===== src/rtl/usq_next_addr.sv =====
// Microsequencer next-address stage: micro-PC register, BUT address merge,
// micro-subroutine return stack and microtrap entry.
module usq_next_addr #(
    parameter int unsigned      ADDR_W      = 14,
    parameter int unsigned      STACK_DEPTH = 8,
    parameter logic [ADDR_W-1:0] RESET_ADDR  = '0
) (
    input  logic                             buf_m_clk_l,
    input  logic                             sac_reset_h,
    input  logic                             d_clk_enable_h,
    input  logic [ADDR_W-1:0]                next_addr_h,
    input  logic [5:0]                       but_cs_addr_l,
    input  logic                             sub_call_h,
    input  logic                             sub_ret_h,
    input  logic                             trap_req_h,
    input  logic [ADDR_W-1:0]                trap_vec_h,
    output logic [ADDR_W-1:0]                cs_addr_h,
    output logic                             dis_cs_addr_h,
    output logic                             trap_ack_h,
    output logic [$clog2(STACK_DEPTH):0]     stack_depth_h,
    output logic                             stack_ovf_h,
    output logic                             stack_unf_h
);

    localparam int unsigned PTR_W   = $clog2(STACK_DEPTH);
    localparam int unsigned DEPTH_W = PTR_W + 1;

    logic [ADDR_W-1:0]  cs_addr_q, cs_addr_d;
    logic [PTR_W-1:0]   wr_ptr_q, wr_ptr_d;
    logic [DEPTH_W-1:0] depth_q, depth_d;
    logic               ovf_q, ovf_d;
    logic               unf_q, unf_d;
    logic               ack_q, ack_d;
    logic [ADDR_W-1:0]  stack_q [STACK_DEPTH];

    logic [ADDR_W-1:0]  but_or;
    logic [ADDR_W-1:0]  br;
    logic [ADDR_W-1:0]  inc;
    logic [PTR_W-1:0]   top_ptr;
    logic [ADDR_W-1:0]  top;
    logic               full;
    logic               empty;
    logic               push;
    logic [ADDR_W-1:0]  push_data;
    logic               overwrite;

    // BUT lines are low-asserted and wire-ORed into the low six address bits.
    assign but_or  = {{(ADDR_W-6){1'b0}}, ~but_cs_addr_l};
    assign br      = next_addr_h | but_or;
    assign inc     = cs_addr_q + ADDR_W'(1);
    assign top_ptr = wr_ptr_q - PTR_W'(1);
    assign top     = stack_q[top_ptr];
    assign full    = (depth_q == DEPTH_W'(STACK_DEPTH));
    assign empty   = (depth_q == '0);

    always_comb begin
        cs_addr_d = cs_addr_q;
        wr_ptr_d  = wr_ptr_q;
        depth_d   = depth_q;
        ovf_d     = ovf_q;
        unf_d     = unf_q;
        ack_d     = 1'b0;
        push      = 1'b0;
        push_data = '0;
        overwrite = 1'b0;
        if (d_clk_enable_h) begin
            if (trap_req_h) begin
                // Push the aborted address so it re-executes on return.
                cs_addr_d = trap_vec_h;
                push      = 1'b1;
                push_data = cs_addr_q;
                ack_d     = 1'b1;
            end else if (sub_call_h && sub_ret_h && !empty) begin
                cs_addr_d = br;
                overwrite = 1'b1;
            end else if (sub_ret_h && !sub_call_h) begin
                if (!empty) begin
                    cs_addr_d = top | but_or;
                    wr_ptr_d  = top_ptr;
                    depth_d   = depth_q - DEPTH_W'(1);
                end else begin
                    cs_addr_d = br;
                    unf_d     = 1'b1;
                end
            end else if (sub_call_h) begin
                cs_addr_d = br;
                push      = 1'b1;
                push_data = inc;
            end else begin
                cs_addr_d = br;
            end

            // A full stack overwrites its oldest entry, which is the slot at wr_ptr.
            if (push) begin
                wr_ptr_d = wr_ptr_q + PTR_W'(1);
                if (full) begin
                    ovf_d = 1'b1;
                end else begin
                    depth_d = depth_q + DEPTH_W'(1);
                end
            end
        end
    end

    always_ff @(posedge buf_m_clk_l) begin
        if (sac_reset_h) begin
            cs_addr_q <= RESET_ADDR;
            wr_ptr_q  <= '0;
            depth_q   <= '0;
            ovf_q     <= 1'b0;
            unf_q     <= 1'b0;
            ack_q     <= 1'b0;
        end else begin
            cs_addr_q <= cs_addr_d;
            wr_ptr_q  <= wr_ptr_d;
            depth_q   <= depth_d;
            ovf_q     <= ovf_d;
            unf_q     <= unf_d;
            ack_q     <= ack_d;
        end
    end

    // Stack storage needs no reset; only the pointer and depth define validity.
    always_ff @(posedge buf_m_clk_l) begin
        if (!sac_reset_h) begin
            if (push) begin
                stack_q[wr_ptr_q] <= push_data;
            end else if (overwrite) begin
                stack_q[top_ptr] <= inc;
            end
        end
    end

    assign cs_addr_h     = cs_addr_q;
    assign dis_cs_addr_h = trap_req_h;
    assign trap_ack_h    = ack_q;
    assign stack_depth_h = depth_q;
    assign stack_ovf_h   = ovf_q;
    assign stack_unf_h   = unf_q;

endmodule

===== config.mk =====
export PLATFORM = sky130hd
export DESIGN_NAME = usq_next_addr
export DESIGN_NICKNAME = d
export VERILOG_FILES = /design/src/rtl/usq_next_addr.sv
export SDC_FILE = /design/constraint.sdc
export NUM_CORES = 1
export LEC_CHECK = 0
export CAP_MARGIN = 20
export CORE_ASPECT_RATIO = 1.5
export CORE_MARGIN = 5
export CORE_UTILIZATION = 45
export CTS_CLUSTER_DIAMETER = 120
export DETAILED_ROUTE_END_ITERATION = 7
export GPL_TIMING_DRIVEN = 0
export PLACE_DENSITY = 0.62
export SLEW_MARGIN = 5
export SYNTH_ARGS = -nofsm -noshare
export SYNTH_HDL_FRONTEND = slang
export SYNTH_SLANG_ARGS = --single-unit

===== constraint.sdc =====
create_clock -name buf_m_clk_l -period 4.83 [get_ports buf_m_clk_l]
set_input_delay 1.2075 -clock buf_m_clk_l [delete_from_list [all_inputs] [get_ports buf_m_clk_l]]
set_output_delay 1.2075 -clock buf_m_clk_l [all_outputs]
set_load 0.1 [all_outputs]

; Yosys cells after proc, flatten, opt, wreduce, memory -nomap -nowiden
; Memories as Yosys holds them, arrays and structs flattened.
; Index checks and enable logic that the tools add are counted.
[word_totals]
out_inout_bits = 22
elab_cells = 74
input_bits = 40
reg_bits = 24
ramBits = 112
mem_count = 1
[op_classes]
mux = 40
bitwise = 6
addsub = 5
n_eq_ne = 4
n_reduce_logical = 12
[mem_list]
columns = name, words, word_bits, read_ports, rd_clocked_by_memory_dff, write_ports, line
row1 = stack_q, 8, 14, 1, 0, 1, 34  ; logic [ADDR_W-1:0] stack_q [STACK_DEPTH];
[op_table]
columns = cell, n
row1 = 2-to-1 mux 14 bit, 10
row2 = OR 14 x 6 -> 14 bit, 2
row3 = 2-to-1 mux 4 bit, 6
row4 = 2-to-1 mux 1 bit, 18
row5 = 2-to-1 mux 3 bit, 6
row6 = "adder 14 x 1 -> 14 bit, second input constant", 1
row7 = OR reduction 14 bit, 1
row8 = AND reduction 5 bit, 2
row9 = "!= test 2 x 1 -> 1 bit, second input constant", 3
row10 = inverter 6 bit, 1
row11 = "adder 4 x 1 -> 4 bit, second input constant", 1
row12 = "== test 4 bit, second input constant", 1
row13 = zero test 4 bit, 1
row14 = "subtractor 4 x 1 -> 4 bit, second input constant", 1
row15 = "adder 3 x 1 -> 3 bit, second input constant", 1
row16 = logical AND 1 bit, 3
row17 = inverter 1 bit, 3
row18 = AND reduction 3 bit, 1
row19 = "subtractor 3 x 1 -> 3 bit, second input constant", 1
row20 = zero test 1 bit, 2
row21 = nonzero test 2 bit, 1
row22 = OR reduction 2 bit, 1

; Depth between registers and ports, before layout
; Gate-level depths: netlist (run 1).
[logic_depth]
word_depth = 12
ltp_mapped = 11
mapped_depth_nobuf = 7

; Worst setup path after synthesis (run 1)
; Ideal clock, no wire load.
[synth_timing]
path_type = register to register
start = register depth_q[0] (netlist: stack_depth_h[0])
end = memory stack_q[4][0] (enable)
setup_slack_ns = 1.420
setup_time_ns = 0.390
arrival_time_ns = 3.020
period_less_slack_ns = 3.410
required_time_ns = 4.440
path_stages_with_launch = 8
path_buffers = 1
path_cell_list = dfxtp_1 > inv_1 > ha_1 > or3b_1 > buf_6 > nand4_1 > a211o_1 > a21oi_1
[synth_between]
elab_chain_cells = 12
word_cells_on_any_way = 20
cone_classes = mux: 16 / reduce/logical: 4
[synth_rtl]
columns = item, line
row1 = from (decl), 30  ; logic [DEPTH_W-1:0] depth_q, depth_d;
row2 = from (signal assigned), 116  ; depth_q <= depth_d;
row3 = zero test 4 bit (*), 54  ; assign empty = (depth_q == '0);
row4 = zero test 1 bit (*), --
row5 = logical AND 1 bit (*), 73  ; end else if (sub_call_h && sub_ret_h && !empty) begin
row6 = 2-to-1 mux 1 bit, 73
row7 = 2-to-1 mux 1 bit, 67  ; if (trap_req_h) begin
row8 = 2-to-1 mux 1 bit, 66  ; if (d_clk_enable_h) begin
row9 = 2-to-1 mux 1 bit (on tied branches), "128, 66"
row10 = 2-to-1 mux 1 bit, 126  ; if (push) begin
row11 = 2-to-1 mux 1 bit, 125  ; if (!sac_reset_h) begin
row12 = 2-to-1 mux 1 bit (not written as such), 129  ; stack_q[top_ptr] <= inc;
row13 = OR reduction 14 bit (no line), --
row14 = 2-to-1 mux 3 bit (no line) / 2-to-1 mux 1 bit (equally long branches), --
row15 = to (decl), 34
; Every way passes the cells marked *; elsewhere a longest branch is shown, timed or not. The select of a mux whose other input is x is not followed.

; Worst setup path after layout (run 1)
[layout_timing]
start = input port trap_req_h
end = output port dis_cs_addr_h
[layout_rtl]
columns = item, line
row1 = from (decl), 15  ; input logic trap_req_h,
row2 = to (decl), 18  ; output logic dis_cs_addr_h,
; No word-level cell between the ends.

==> flow_metrics.env, run 1 <==
export IMPL_synth_main_ff_cell="edfxtp_1"
export IMPL_postCtsSetupRepairBufs=0
export IMPL_die_width_um=106
export IMPL_rr_startpoint="wr_ptr_q[0]"
export IMPL_coreArea_um2=13900
export IMPL_utilization=0.564
export IMPL_avgSynthCellArea_um2=13.9
export IMPL_dp_hpwl_mm=11.6
export IMPL_clk_latency_ns=0.41
export IMPL_numCtsBuffers=17
export IMPL_grt_total_usage=0.207
export IMPL_period_minus_slack_ns=4.23
export IMPL_clkSinkCount=136
export IMPL_crit_fanout=5
export IMPL_hold_class="flip-flop to flip-flop"
export IMPL_cts_tree="done"
export IMPL_finalMaxSlewViolations=0
export IMPL_synth_edf_count=112
export IMPL_dieArea_um2=16500
export IMPL_final_nets=583
export IMPL_gp_congestion=0.918
export IMPL_hold_viol=0
export IMPL_path_class="primary input to output pin"
export IMPL_leakagePower_nw=2.65
export IMPL_num_rows=53
export IMPL_htree_num_levels=4
export IMPL_skew_ns=0.00585
export IMPL_totalNegativeSetupSlack_ns=0
export IMPL_tightestPinTransition_ns=0.992
export IMPL_die_height_um=155
export IMPL_ir_drop_v=0.000225
export IMPL_netlist_cell_type_count=65
export IMPL_synth_seq_cells=136
export IMPL_seq_area_frac_synth=0.612
export IMPL_ant_nets=0
export IMPL_max_freq_ghz=0.236
export IMPL_run_status="complete, no violations"
export IMPL_yosys_area_top_type_share=0.535
export IMPL_drt_total_wl_mm=16.1
export IMPL_vias=4258
export IMPL_cts_root_buf="clkbuf_16"
export IMPL_wire_per_inst_um=22.4
export IMPL_synth_cells=451
export IMPL_firstDrtPassIters=4
export IMPL_portBuffers=60
export IMPL_num_antenna_cells=0
export IMPL_synth_area_leaders="edfxtp_1, mux4_2, dfxtp_1, nor2_1, a211oi_1"
export IMPL_cts_buffer_depth=2
export IMPL_clkTransAtPathRegs_ns=0.06
export IMPL_grt_pass1_vias=4423
export IMPL_antenna_found_initial=0
export IMPL_crit_arrival_ns=3.03
export IMPL_critPathLaunch="trap_req_h"
export IMPL_grt_max_degree=17
export IMPL_synth_net_count=496
export IMPL_worstHoldStart="stack_unf_h"
export IMPL_finalSetupViolations=0
export IMPL_start_util=0.453
export IMPL_dp_slack_ns=0.606
export IMPL_synth_area_um2=6280
export IMPL_finalCritPeriodShare=0.877
export IMPL_ctsResizeCount=0
export IMPL_start_kind="primary input"
export IMPL_slew_headroom=0.337
export IMPL_power_density_nw_per_um2=419
export IMPL_drc_errors=0
export IMPL_maxCapViolCount=0
export IMPL_grt_first_pass_wirelength_mm=25.4
export IMPL_gr_total_overflow=0
export IMPL_viasPerCell=5.95
export IMPL_drive_above_1_share=0.189
export IMPL_crit_required_ns=3.62
export IMPL_synth_area_leader_cell="edfxtp_1"
export IMPL_rsz0062_at_grt="no"
export IMPL_yosysWarnings=0
export IMPL_drtIter0Drc=269
export IMPL_syn2layout_area_growth_pct=24.3
export IMPL_worstSetupEndpointType="output pin"
export IMPL_hold_buffers=0
export IMPL_async_flop_share=0
export IMPL_setup_slack_ns=0.595
export IMPL_ios=62
-- worst max-delay path, stage by stage --
cell and delay [ns]:
clkdlybuf4s50_1 0.56, buf_4 0.14, clkdlybuf4s50_1 1.12
-- cell usage in the layout (no fill, tap or decap), drive strengths merged, types with 2 or more instances in the layout --
cell type	count
edfxtp	112
clkdlybuf4s50	60
nor2	42
nand2	32
clkbuf	29
mux4	28
dfxtp	24
buf	24
inv	22
a211oi	21
nand3	11
a21oi	11
a31oi	10
and3	9
a311oi	9
nor3b	8
o22ai	8
xnor2	6
xor2	6
a31o	6
nand2b	5
ha	5
or2	5
nand4	4
nor4	4
nor2b	4
o21ai	4
clkinv	4
nor3	4
o211ai	3
a32o	3
o21a	2
o31ai	2
a22o	2
nand3b	2
clkinvlp	2
bufinv	2
mux2	2
-- power by group --
group	switching, mW	internal [mW]
sequential	0.0311	1.31
clock	0.525	0.773
combinational	0.387	0.253
total	0.943	2.33
-- sequential cells by signal (all words and copies together) (netlist names) --
name	cells
stack_q	112
cs_addr_h	14
stack_depth_h	4
wr_ptr_q	3
stack_ovf_h	1
stack_unf_h	1
trap_ack_h	1
-- logic make-up after synthesis --
logic type / count (synthesis) / synth area share
flip-flops: 136 / 0.612
buffers and inverters: 43 / 0.0346
adder cells (fa/ha/maj): 5 / 0.00995
AO/OA/AOI/OAI: 90 / 0.110
AND/OR/NAND/NOR: 135 / 0.107
XOR/XNOR: 12 / 0.0197
multiplexers: 30 / 0.107
-- metrics by stage --
step           std cells  area, um^2  hold slack [ns]  power (mW)
5_1_grt              716        7810            0.503        3.40
2_1_floorplan        451        6280            0.603        1.82
3_5_place_dp         684        7220            0.465        2.00
4_1_cts              716        7810            0.479        3.29
3_3_place_gp         676        7090            0.462        1.99
6_report             716        7810            0.474        3.28
-- final cells by class --
class,count,area [um^2]
timing repair buffer,68,709
inverter,16,60.1
buffer,27,158
fill,1107,6050
clock buffer,18,429
tap,165,206
clock inverter,14,160
multi-input combinational,272,2250
sequential,136,3840
-- routing by layer --
| metal | global-route usage | wire length, um | up-vias |
|---|---|---|---|
| met1 | 0.261 | 6600 | 2126 |
| met2 | 0.340 | 8130 | 137 |
| met5 | 0 | 0 | - |
| met3 | 0.0376 | 649 | 48 |
| li1 | - | - | 1947 |
| met4 | 0.107 | 694 | 0 |
-- cell usage after synthesis, types with 2 or more instances --
cell type,number
xor2_1,5
nand3b_1,2
nor2b_1,4
xnor2_1,6
nand2_2,2
o211ai_1,3
buf_1,2
nand3_1,11
mux4_2,24
a22o_1,2
inv_1,14
o21ai_0,3
nor3_1,2
or2_2,4
and3_1,9
o31ai_1,2
a31oi_1,10
nor4_1,4
buf_2,6
ha_1,5
buf_4,4
nor3b_1,8
edfxtp_1,112
nor3_2,2
nand2_1,30
a211oi_1,16
mux4_1,4
clkbuf_1,11
buf_6,3
o21a_1,2
o22ai_1,8
a31o_1,5
a21oi_1,10
a311oi_1,9
a32o_1,2
nand4_1,4
dfxtp_1,24
nand2b_1,5
a211oi_2,5
nor2_1,42
-- path summary, 6_finish.rpt --
kind	end	slack, ns	cells past startpoint
max reg2reg	stack_q[7][0]	1.19	10
min	stack_unf_h	0.47	2
max	dis_cs_addr_h	0.60	3
min reg2reg	stack_unf_h	0.47	2
Note: power is estimated with default switching activity, not from simulation.
==> run 2, diff against run 1 <==
--- a/config.mk
+++ b/config.mk
@@ -8,11 +8,11 @@
 export CAP_MARGIN = 20
 export CORE_ASPECT_RATIO = 1.5
 export CORE_MARGIN = 5
-export CORE_UTILIZATION = 45
+export CORE_UTILIZATION = 29
 export CTS_CLUSTER_DIAMETER = 120
 export DETAILED_ROUTE_END_ITERATION = 7
 export GPL_TIMING_DRIVEN = 0
-export PLACE_DENSITY = 0.62
+export PLACE_DENSITY = 0.43
 export SLEW_MARGIN = 5
 export SYNTH_ARGS = -nofsm -noshare
 export SYNTH_HDL_FRONTEND = slang
==> flow_metrics.env, run 2 (synthesized netlist as in run 1, its figures left out) <==
export IMPL_run_status="complete, no violations"
export IMPL_rr_worst_depth=11
export IMPL_crit_arrival_ns=3.05
export IMPL_crit_fanout=5
export IMPL_layout_common_cells="edfxtp_1, clkdlybuf4s50_1, nor2_1"
export IMPL_num_rows=66
export IMPL_antenna_found_initial=0
export IMPL_clkSinkCount=136
export IMPL_period_minus_slack_ns=4.25
export IMPL_maxCapViolCount=0
export IMPL_setup_slack_ns=0.576
export IMPL_ctsResizeCount=0
export IMPL_cts_root_buf="clkbuf_16"
export IMPL_drt_total_wl_mm=19.8
export IMPL_numCtsBuffers=17
export IMPL_grt_pass1_vias=4434
export IMPL_largest_register_ffs=112
export IMPL_multiInputGateArea_um2=2250
export IMPL_worstSetupEndpointType="output pin"
export IMPL_endpoint="dis_cs_addr_h"
export IMPL_power_density_nw_per_um2=422
export IMPL_clk_latency_ns=0.42
export IMPL_regToRegEndpoint="stack_q[3][0]"
export IMPL_finalCritPeriodShare=0.881
export IMPL_final_nets=584
export IMPL_hold_viol=0
export IMPL_postCtsSetupRepairBufs=0
export IMPL_layout_commonest_cell="edfxtp_1"
export IMPL_grt_first_pass_wirelength_mm=29.1
export IMPL_tightestPinTransition_ns=0.979
export IMPL_firstDrtPassIters=4
export IMPL_finalMaxSlewViolations=0
export IMPL_cts_tree="done"
export IMPL_drc_errors=0
export IMPL_register_area_um2=3840
export IMPL_gp_congestion=0.806
export IMPL_path_class="primary input to output pin"
export IMPL_start_kind="primary input"
export IMPL_num_antenna_cells=0
export IMPL_drtIter0Drc=200
export IMPL_finalPower_mw=3.39
export IMPL_coreArea_um2=21600
export IMPL_fillers=2021
export IMPL_syn2layout_area_growth_pct=27.7
export IMPL_holdWs_ns=0.484
export IMPL_hold_buffers=0
export IMPL_drive_above_1_share=0.190
export IMPL_dp_slack_ns=0.588
export IMPL_wire_per_inst_um=24.1
export IMPL_rr_startpoint="wr_ptr_q[0]"
export IMPL_ios=62
export IMPL_vias=4324
export IMPL_dieArea_um2=24800
export IMPL_finalSetupViolations=0
export IMPL_portBuffers=60
export IMPL_fin_area_um2=8030
export IMPL_placed_area_um2=7400
export IMPL_dp_hpwl_mm=14.2
export IMPL_crit_required_ns=3.62
export IMPL_die_width_um=130
export IMPL_regMostFlops="stack_q"
export IMPL_grt_max_degree=17
export IMPL_viasPerCell=5.25
export IMPL_leakagePower_nw=2.68
export IMPL_start_util=0.292
export IMPL_skew_ns=0.00945
export IMPL_hold_class="flip-flop to flip-flop"
export IMPL_utilization=0.372
export IMPL_htree_num_levels=4
export IMPL_max_freq_ghz=0.235
export IMPL_critPathLaunch="trap_req_h"
export IMPL_gr_total_overflow=0
export IMPL_clkTransAtPathRegs_ns=0.06
export IMPL_ant_nets=0
export IMPL_die_height_um=190
export IMPL_grt_total_usage=0.165
export IMPL_slew_headroom=0.345
export IMPL_r2r_slack_ns=0.89
export IMPL_ir_drop_v=0.000241
export IMPL_rsz0062_at_grt="no"
export IMPL_cts_buffer_depth=2
run 2: cell types whose count changed in the layout (fill, tap and decap cells not counted), sizes merged:
cell,before,now
buf,24,25
bufinv,2,4
clkbuf,29,28
clkinv,4,8
inv,22,17
run 2: area by class of cell:
cell class / count / share of cell area
clock buffer: 17 / 0.0530
tap: 272 / 0.0424
multi-input combinational: 272 / 0.280
sequential: 136 / 0.479
inverter: 16 / 0.00748
timing repair buffer: 69 / 0.0938
buffer: 27 / 0.0196
clock inverter: 15 / 0.0249
run 2: where the power goes:
group,internal [mW],leakage [nW],switching [mW]
Combinational,0.255,1.15,0.413
Clock,0.865,0.299,0.513
Sequential,1.31,1.24,0.0343
Total,2.43,2.68,0.961
run 2: worst min path at each step:
stage / end / slack (ns) / depth (start not counted) / from
floorplan: wr_ptr_q[1] / 0.60 / 3 / wr_ptr_q[1]
global placement: stack_unf_h / 0.47 / 2 / stack_unf_h
detailed placement: stack_unf_h / 0.48 / 2 / stack_unf_h
CTS: stack_unf_h / 0.50 / 2 / stack_unf_h
global route: stack_unf_h / 0.55 / 2 / stack_unf_h
finish: stack_unf_h / 0.48 / 2 / stack_unf_h
run 2: metal layers:
layer | global-route usage | up-vias | wire length (um)
met2 | 0.290 | 114 | 10600
met3 | 0.0283 | 25 | 884
met4 | 0.0608 | 0 | 455
met5 | 0 | - | 0
met1 | 0.200 | 2228 | 7890
li1 | - | 1957 | -
run 2: per-stage QoR:
| step | TNS, ns | instances |
|---|---|---|
| finish | 0 | 824 |
| global route | 0 | 824 |
| CTS | 0 | 824 |
| detailed placement | 0 | 792 |
| global placement | -4.56 | 783 |
| floorplan | 0 | 451 |
run 2: worst max-delay path: stages:
cell             delay (ns)
clkdlybuf4s50_1        0.58
buf_4                  0.14
clkdlybuf4s50_1        1.11
